===== src/rtl/timer_pkg.sv =====
// Shared types and constants for the hours/minutes/seconds countdown timer.
package timer_pkg;

  localparam int unsigned FIELD_W = 7;
  localparam int unsigned SEL_W   = 2;

  localparam logic [FIELD_W-1:0] HOUR_LIMIT   = 7'd23;
  localparam logic [FIELD_W-1:0] MINSEC_LIMIT = 7'd59;
  localparam logic [FIELD_W-1:0] ZERO         = 7'd0;

  localparam logic [SEL_W-1:0] SEL_SEC  = 2'd0;
  localparam logic [SEL_W-1:0] SEL_MIN  = 2'd1;
  localparam logic [SEL_W-1:0] SEL_HOUR = 2'd2;

  typedef enum logic [2:0] {
    IDLE  = 3'd0,
    SET   = 3'd1,
    RUN   = 3'd2,
    PAUSE = 3'd3,
    DONE  = 3'd4
  } state_t;

  typedef struct packed {
    logic [FIELD_W-1:0] hours;
    logic [FIELD_W-1:0] minutes;
    logic [FIELD_W-1:0] seconds;
  } hms_t;

endpackage


===== src/rtl/mod_down_counter.sv =====
// Single time field: wrapping set-mode up/down adjust plus borrow-chained countdown.
module mod_down_counter
  import timer_pkg::*;
#(
  parameter logic [FIELD_W-1:0] LIMIT = MINSEC_LIMIT
) (
  input  logic               clk,
  input  logic               clear_n,
  input  logic               load_en,
  input  logic [FIELD_W-1:0] load_val,
  input  logic               load_inc,
  input  logic               load_dec,
  input  logic               dec_en,
  output logic [FIELD_W-1:0] value,
  output logic               is_zero,
  output logic               borrow
);

  logic [FIELD_W-1:0] r_value;

  assign value   = r_value;
  assign is_zero = (r_value == ZERO);
  assign borrow  = dec_en && is_zero;

  // Bulk load beats manual adjust, which beats countdown; inc+dec together is a no-op.
  always_ff @(posedge clk) begin
    if (!clear_n) begin
      r_value <= ZERO;
    end else if (load_en) begin
      r_value <= load_val;
    end else if (load_inc && !load_dec) begin
      r_value <= (r_value == LIMIT) ? ZERO : r_value + 7'd1;
    end else if (load_dec && !load_inc) begin
      r_value <= (r_value == ZERO) ? LIMIT : r_value - 7'd1;
    end else if (dec_en) begin
      r_value <= borrow ? LIMIT : r_value - 7'd1;
    end
  end

endmodule


===== src/rtl/countdown_timer_hms.sv =====
// HH:MM:SS countdown timer with set mode, pause/resume and alarm.
// Define AUTO_RELOAD_EN to reload the last set value on expiry and keep running.
module countdown_timer_hms
  import timer_pkg::*;
(
  input  logic               clk,
  input  logic               clear_n,
  input  logic               tick,
  input  logic               mode,
  input  logic [SEL_W-1:0]   field_sel,
  input  logic               manual_increment,
  input  logic               manual_decrement,
  input  logic               start,
  input  logic               stop,
  output logic [FIELD_W-1:0] hours,
  output logic [FIELD_W-1:0] minutes,
  output logic [FIELD_W-1:0] seconds,
  output logic               running,
  output logic               expired,
  output logic               alarm
);

  state_t r_state;
  logic   r_running;
  logic   r_expired;
  logic   r_alarm;

  logic   w_adjust;
  logic   w_run_tick;
  logic   w_last_tick;
  logic   w_time_zero;
  logic   w_reload_load;
  hms_t   w_reload_val;
  logic   w_sec_zero, w_min_zero, w_hour_zero;
  logic   w_sec_borrow, w_min_borrow, w_hour_borrow_unused;

  assign w_adjust    = (r_state == SET) && mode;
  assign w_run_tick  = (r_state == RUN) && tick && !stop;
  assign w_time_zero = w_sec_zero && w_min_zero && w_hour_zero;
  assign w_last_tick = w_run_tick && (seconds == 7'd1) && w_min_zero && w_hour_zero;

`ifdef AUTO_RELOAD_EN
  hms_t r_reload;

  // Snapshot the programmed time as the set session closes.
  always_ff @(posedge clk) begin
    if (!clear_n) begin
      r_reload <= '0;
    end else if ((r_state == SET) && !mode) begin
      r_reload <= '{hours: hours, minutes: minutes, seconds: seconds};
    end
  end

  assign w_reload_val  = r_reload;
  assign w_reload_load = w_last_tick && (r_reload != '0);
`else
  assign w_reload_val  = '0;
  assign w_reload_load = 1'b0;
`endif

  mod_down_counter #(.LIMIT(MINSEC_LIMIT)) u_sec (
    .clk      (clk),
    .clear_n  (clear_n),
    .load_en  (w_reload_load),
    .load_val (w_reload_val.seconds),
    .load_inc (w_adjust && (field_sel == SEL_SEC) && manual_increment),
    .load_dec (w_adjust && (field_sel == SEL_SEC) && manual_decrement),
    .dec_en   (w_run_tick),
    .value    (seconds),
    .is_zero  (w_sec_zero),
    .borrow   (w_sec_borrow)
  );

  mod_down_counter #(.LIMIT(MINSEC_LIMIT)) u_min (
    .clk      (clk),
    .clear_n  (clear_n),
    .load_en  (w_reload_load),
    .load_val (w_reload_val.minutes),
    .load_inc (w_adjust && (field_sel == SEL_MIN) && manual_increment),
    .load_dec (w_adjust && (field_sel == SEL_MIN) && manual_decrement),
    .dec_en   (w_sec_borrow),
    .value    (minutes),
    .is_zero  (w_min_zero),
    .borrow   (w_min_borrow)
  );

  // Hours never borrow while running: RUN is only entered with a nonzero time.
  mod_down_counter #(.LIMIT(HOUR_LIMIT)) u_hour (
    .clk      (clk),
    .clear_n  (clear_n),
    .load_en  (w_reload_load),
    .load_val (w_reload_val.hours),
    .load_inc (w_adjust && (field_sel == SEL_HOUR) && manual_increment),
    .load_dec (w_adjust && (field_sel == SEL_HOUR) && manual_decrement),
    .dec_en   (w_min_borrow),
    .value    (hours),
    .is_zero  (w_hour_zero),
    .borrow   (w_hour_borrow_unused)
  );

  always_ff @(posedge clk) begin
    if (!clear_n) begin
      r_state   <= IDLE;
      r_running <= 1'b0;
      r_expired <= 1'b0;
      r_alarm   <= 1'b0;
    end else begin
      r_expired <= 1'b0;
      case (r_state)
        IDLE, PAUSE: begin
          if (mode) begin
            r_state <= SET;
            r_alarm <= 1'b0;
          end else if (start && !w_time_zero) begin
            r_state   <= RUN;
            r_running <= 1'b1;
            r_alarm   <= 1'b0;
          end
        end
        SET: begin
          if (!mode) r_state <= IDLE;
        end
        RUN: begin
          if (stop) begin
            r_state   <= PAUSE;
            r_running <= 1'b0;
            r_alarm   <= 1'b0;
          end else begin
            // start only matters here for acknowledging a reload-mode alarm
            if (start) r_alarm <= 1'b0;
            if (w_last_tick) begin
              r_expired <= 1'b1;
              r_alarm   <= 1'b1;
              if (!w_reload_load) begin
                r_state   <= DONE;
                r_running <= 1'b0;
              end
            end
          end
        end
        DONE: begin
          if (mode) begin
            r_state <= SET;
            r_alarm <= 1'b0;
          end else if (stop) begin
            r_state <= IDLE;
            r_alarm <= 1'b0;
          end
        end
        default: begin
          r_state   <= IDLE;
          r_running <= 1'b0;
        end
      endcase
    end
  end

  assign running = r_running;
  assign expired = r_expired;
  assign alarm   = r_alarm;

endmodule


===== config.mk =====
export PLATFORM = sky130hd
export DESIGN_NAME = countdown_timer_hms
export DESIGN_NICKNAME = d
export VERILOG_FILES = /design/src/rtl/timer_pkg.sv /design/src/rtl/mod_down_counter.sv /design/src/rtl/countdown_timer_hms.sv
export SDC_FILE = /design/constraint.sdc
export NUM_CORES = 1
export LEC_CHECK = 0
export ABC_CLOCK_PERIOD_IN_PS = 6300
export CAP_MARGIN = 15
export CELL_PAD_IN_SITES_DETAIL_PLACEMENT = 1
export CELL_PAD_IN_SITES_GLOBAL_PLACEMENT = 2
export CORE_MARGIN = 8
export CORE_UTILIZATION = 35
export DETAILED_ROUTE_END_ITERATION = 10
export PLACE_DENSITY_LB_ADDON = 0.1
export SLEW_MARGIN = 0
export SYNTH_ARGS = -nofsm -noshare
export SYNTH_HDL_FRONTEND = slang
export SYNTH_HIERARCHICAL = 1
export SYNTH_SLANG_ARGS = --single-unit

===== constraint.sdc =====
create_clock -name clk -period 6.3 [get_ports clk]
set_input_delay 0.63 -clock clk [delete_from_list [all_inputs] [get_ports clk]]
set_output_delay 0.63 -clock clk [all_outputs]
set_load 0.005 [all_outputs]

# Word level (Yosys, flattened, before mapping)
# Index checks and enable logic that the tools add are counted.
# Widths: inputs -> output; s select.
# totals
ramBits	0
regBits	27
latchBits	0
out_inout_bits	24
mem_bits_ro	0
n_memories	0
# classes
magnitude_cmp	0
bitwise_logic	3
reduce_logical	50
n_mul	0
shifts	0
div_mod_pow	0
add_sub_neg	6
eq_ne	17
muxes	40
# ops
op	count
$mux 7	18
$logic_and 1x1->1	27
$add 7x1->7 const B	3
$logic_not 7->1	3
$mux 3	7
$sub 7x1->7 const B	3
$eq 7x6->1 const B	2
$mux 1	12
$pmux 3 s4	1
$reduce_and 4->1	3
$reduce_bool 3->1	4
$ne 3x3->1 const B	3
$logic_not 1->1	8
$eq 7x1->1 const B	1
$eq 7x5->1 const B	1
$eq 3x2->1 const B	2
$ne 2x2->1 const B	3
$pmux 1 s3	2
$ne 4x4->1 const B	1
$reduce_or 2->1	2
$eq 3x1->1 const B	1
$eq 3x3->1 const B	1
$logic_not 3->1	1
$not 1->1	3
4 further kinds	4

# Longest topological paths before layout
# logic_depth
depth_word	10
depth_mapped	11
depth_no_buf	9

# By module
# The synthesis kept the hierarchy.
# modules_own_cells
module	area_each_um2	instances	cells_each	seq_area_each_um2
mod_down_counter at u_min ...	709.4	2	91	140.1
mod_down_counter at u_hour	654.4	1	84	140.1
countdown_timer_hms	516.7	1	66	120.1

# Worst setup path after synthesis
# No wires, ideal clock.
# synth_path
path_type	in2reg
startpoint	in stop
endpoint	reg u_hour.r_value[2] (netlist: u_hour/value[2])
stages	9
t_arrival_ns	2.514
setup_ns	0.122
required_time_ns	6.178
path_slack_ns	3.664
path_buffers	2
path_cell_list	nor4b_1 -> and2_1 -> clkbuf_1 -> and3_1 -> clkbuf_1 -> and3_1 -> a21oi_1 -> a2bb2oi_1 -> a311o_1
# synth_via
elab_chain_cells	9
# synth_lines
element	line_no	rtl
start: declaration	countdown_timer_hms.sv:14	input logic stop,
$logic_not 1->1 (*)	countdown_timer_hms.sv:38	assign w_run_tick = (r_state == RUN) && tick && !stop;
$logic_and 1x1->1 (*)	countdown_timer_hms.sv:38	
named net w_run_tick	countdown_timer_hms.sv:29	logic w_run_tick;
$logic_and 1x1->1 (*)	mod_down_counter.sv:23	assign borrow = dec_en && is_zero;
named net w_sec_borrow	countdown_timer_hms.sv:35	logic w_sec_borrow, w_min_borrow, w_hour_borrow_unused;
$logic_and 1x1->1 (*)	mod_down_counter.sv:23	
named net w_min_borrow	countdown_timer_hms.sv:35	
$logic_and 1x1->1	mod_down_counter.sv:23	
$mux 7	mod_down_counter.sv:36	r_value <= borrow ? LIMIT : r_value - 7'd1;
$mux 7	mod_down_counter.sv:35	end else if (dec_en) begin
$mux 7	mod_down_counter.sv:33	end else if (load_dec && !load_inc) begin
$mux 7	mod_down_counter.sv:31	end else if (load_inc && !load_dec) begin
end signal: assignment	mod_down_counter.sv:32	r_value <= (r_value == LIMIT) ? ZERO : r_value + 7'd1;
end signal: assignment	mod_down_counter.sv:34	r_value <= (r_value == ZERO) ? LIMIT : r_value - 7'd1;
end signal: assignment	mod_down_counter.sv:36	
end: declaration	mod_down_counter.sv:19	logic [FIELD_W-1:0] r_value;
# The timed path passes the listed nets; every way through them passes the cells marked *. The select of a mux whose other input is x is not followed.
# A chain may end at the register's enable or synchronous reset.

# Worst setup path in the final report
# layout_path
startpoint	in mode
endpoint	reg u_sec.r_value[4] (netlist: u_sec/value[4])
# layout_via
elab_chain_cells	7
# layout_lines
element	line_no	rtl
start: declaration	countdown_timer_hms.sv:9	input logic mode,
$logic_and 1x1->1 (*)	countdown_timer_hms.sv:37	assign w_adjust = (r_state == SET) && mode;
$logic_and 1x1->1 (*)	countdown_timer_hms.sv:66, countdown_timer_hms.sv:67	
$logic_and 1x1->1	countdown_timer_hms.sv:66	.load_inc (w_adjust && (field_sel == SEL_SEC) && manual_increment),
$logic_not 1->1	mod_down_counter.sv:33	
$logic_and 1x1->1	mod_down_counter.sv:33	
$mux 7	mod_down_counter.sv:33	
$mux 7	mod_down_counter.sv:31	
end signal: assignment	mod_down_counter.sv:30	r_value <= load_val;
end signal: assignment	mod_down_counter.sv:32	
end signal: assignment	mod_down_counter.sv:34	
end: declaration	mod_down_counter.sv:19	
# Every way passes the cells marked *; elsewhere a longest branch is shown, timed or not.

==> metrics.txt <==
# TYPE chip_impl_metric gauge
chip_impl_info{name="critPathLaunchType",value="primary input"} 1
chip_impl_metric{name="dieArea",unit="um2"} 10400
chip_impl_info{name="rsz0062_at_grt",value="no"} 1
chip_impl_metric{name="layout-drive-gt1-share",unit="%"} 5.91
chip_impl_metric{name="gr-usage-all-layers",unit="%"} 14.9
chip_impl_metric{name="clk-insertion-delay-late",unit="ns"} 0.28
chip_impl_info{name="cp_slowest_cell",value="nor4bb_1"} 1
chip_impl_metric{name="routed-via-count",unit=""} 2583
chip_impl_metric{name="fmax",unit="MHz"} 300
chip_impl_metric{name="final_max_slew_viol_count",unit=""} 0
chip_impl_metric{name="finalNetCount",unit=""} 389
chip_impl_info{name="outcome",value="finished clean"} 1
chip_impl_info{name="cts_tree",value="done"} 1
chip_impl_metric{name="insertedDiodeCount",unit=""} 0
chip_impl_metric{name="initial_antenna_violation_count",unit=""} 0
chip_impl_metric{name="std_cell_rows",unit=""} 31
chip_impl_metric{name="ctsHtreeMaxLevel",unit=""} 1
chip_impl_info{name="crit_family",value="simple AND/OR/NAND/NOR gates"} 1
chip_impl_info{name="worstSetupPathType",value="primary input to flop"} 1
chip_impl_metric{name="syn_area",unit="um2"} 2580
chip_impl_metric{name="postSynthAreaPerCell",unit="um2"} 7.81
chip_impl_metric{name="critical_path.max_stage_delay",unit="ns"} 0.63
chip_impl_metric{name="data_arrival_time_at_the_worst_slack_endpoint",unit="ns"} 3.52
chip_impl_metric{name="power.leakage",unit="nW"} 1.10
chip_impl_metric{name="drtIter0Drc",unit=""} 52
chip_impl_metric{name="cts_max_path_buffers",unit=""} 2
chip_impl_metric{name="total_clock_buffers_created_by_cts",unit=""} 3
chip_impl_info{name="most_common_cell_after_layout_fill_and_taps_aside",value="clkdlybuf4s50_1"} 1
chip_impl_metric{name="clock_skew",unit="ns"} 0.00329
chip_impl_metric{name="max-vdd-ir-drop",unit="mV"} 0.0821
chip_impl_metric{name="cp_max_fo",unit=""} 9
chip_impl_metric{name="grt_pass1_wl",unit="um"} 12600
chip_impl_metric{name="dieWidth",unit="um"} 102
chip_impl_metric{name="holdBufCountCts",unit=""} 0
chip_impl_metric{name="fin_tns_setup",unit="ns"} 0
chip_impl_metric{name="first_global_vias",unit=""} 2522
chip_impl_metric{name="layout_worst_path_cycle_share",unit="%"} 53.0
chip_impl_info{name="cts_root_buf",value="clkbuf_8"} 1
chip_impl_metric{name="gp_routability_congestion",unit=""} 0.808
chip_impl_metric{name="detailedPlacementHpwl",unit="um"} 5720
chip_impl_info{name="worstPathCellList",value="clkdlybuf4s50_1, nor4bb_1, nand2b_1, nor2_1, nor2b_1, or2_4, a311oi_1, a2111oi_1"} 1
chip_impl_metric{name="die_h",unit="um"} 102
chip_impl_metric{name="synth_warnings",unit=""} 6
chip_impl_metric{name="timing.max_cap.violations",unit=""} 0
chip_impl_metric{name="final-hold-violation-count",unit=""} 0
chip_impl_metric{name="clock_transition_time_at_the_flip_flop_clock_pins_of_the_worst_setup_and_hold_paths",unit="ns"} 0.10
chip_impl_metric{name="drc",unit=""} 0
chip_impl_metric{name="io_pins",unit=""} 34
chip_impl_info{name="crit_path_end_kind",value="flop"} 1
chip_impl_metric{name="postSynthCellCount",unit=""} 331
chip_impl_metric{name="core_outline_area",unit="um2"} 7210
chip_impl_metric{name="io_buffers",unit=""} 33
chip_impl_metric{name="final_period_minus_worst_setup_slack",unit="ns"} 3.34
chip_impl_metric{name="dp_slack",unit="ns"} 2.67
chip_impl_metric{name="antenna_violating_nets_post_route",unit=""} 0
chip_impl_metric{name="timing.final.setup_violations",unit=""} 0
chip_impl_metric{name="globalRoute.totalOverflow",unit=""} 0
chip_impl_metric{name="final.setup.worst_slack",unit="ns"} 2.96
chip_impl_metric{name="postCtsResizedCells",unit=""} 0
chip_impl_metric{name="required",unit="ns"} 6.48
chip_impl_metric{name="critical_path_buf_inv_count",unit=""} 1
chip_impl_metric{name="grt_max_degree",unit=""} 26
chip_impl_metric{name="max-slew-margin-rel",unit="%"} 56.3
chip_impl_metric{name="floorplan.initialDensity",unit="%"} 35.8
chip_impl_metric{name="drt-pass1-iter-count",unit=""} 4
chip_impl_info{name="most-common-layout-cells",value="33 x clkdlybuf4s50_1, 29 x conb_1, 27 x dfxtp_1, 23 x nor2_1"} 1
chip_impl_metric{name="post-cts-setup-buffers",unit=""} 0
chip_impl_metric{name="synthToLayoutAreaGrowth",unit="%"} 16.9
chip_impl_metric{name="cts.sinks",unit=""} 27
chip_impl_metric{name="pwr_density_cell",unit="nW/um2"} 153
chip_impl_info{name="hold_path_class",value="flop to flop"} 1
chip_impl_metric{name="route.final.wire_length",unit="um"} 7660
chip_impl_metric{name="detail_route.vias_per_cell",unit=""} 5.48
chip_impl_metric{name="wire_per_inst",unit="um"} 16.3
chip_impl_metric{name="timing_worst_slew_pin_value",unit="ns"} 0.647
-- routing by layer --
metal | share of wire (%) | global-route usage (%)
met2 | 47 | 25.1
met1 | 50 | 19.6
met4 | 0.73 | 3.05
met3 | 3.0 | 2.11
met5 | 0 | 0
-- final timing paths --
path / endpoint / cells after the start / from / slack, ns
max reg2reg: u_sec/value[4] / 7 / r_state[0] / 3.34
min reg2reg: running / 2 / running / 0.51
min: running / 2 / running / 0.51
max: u_sec/value[4] / 8 / mode / 2.96
-- flip-flops by register name, summed over array words and instances (netlist names) --
signal        count
running           1
u_sec/value       7
alarm             1
u_min/value       7
expired           1
r_state           3
u_hour/value      7
-- power breakdown --
group          leakage, nW  internal [mW]  total, mW  switching [mW]
combinational        0.857         0.0704      0.141          0.0702
sequential           0.223          0.182      0.212          0.0302
clock               0.0228         0.0456      0.109          0.0633
-- per-stage QoR --
stage	area [um2]	power, mW	util, %	hold WS (ns)	instances
6_report	3020	0.462	41.9	0.515	471
4_1_cts	3020	0.469	41.9	0.521	471
5_1_grt	3020	0.496	41.9	0.555	471
3_5_place_dp	2980	0.355	41.3	0.506	467
3_3_place_gp	2980	0.354	41.3	0.478	467
2_1_floorplan	2690	0.308	-	0.460	359
-- tightest hold or removal path, stage by stage, from the launching register on --
cell and delay (ns):
dfxtp_1 0.34, o31ai_1 0.07, a21oi_1 0.06
-- cell type report --
type / instances / area, um2
Inverter: 19 / 71.3
Fill cell: 923 / 4190
Clock buffer: 4 / 45.0
Sequential cell: 27 / 541
Tap cell: 99 / 124
Timing Repair Buffer: 34 / 338
Multi-Input combinational cell: 288 / 1900
No activity file was read; power rests on OpenSTA's default activity.
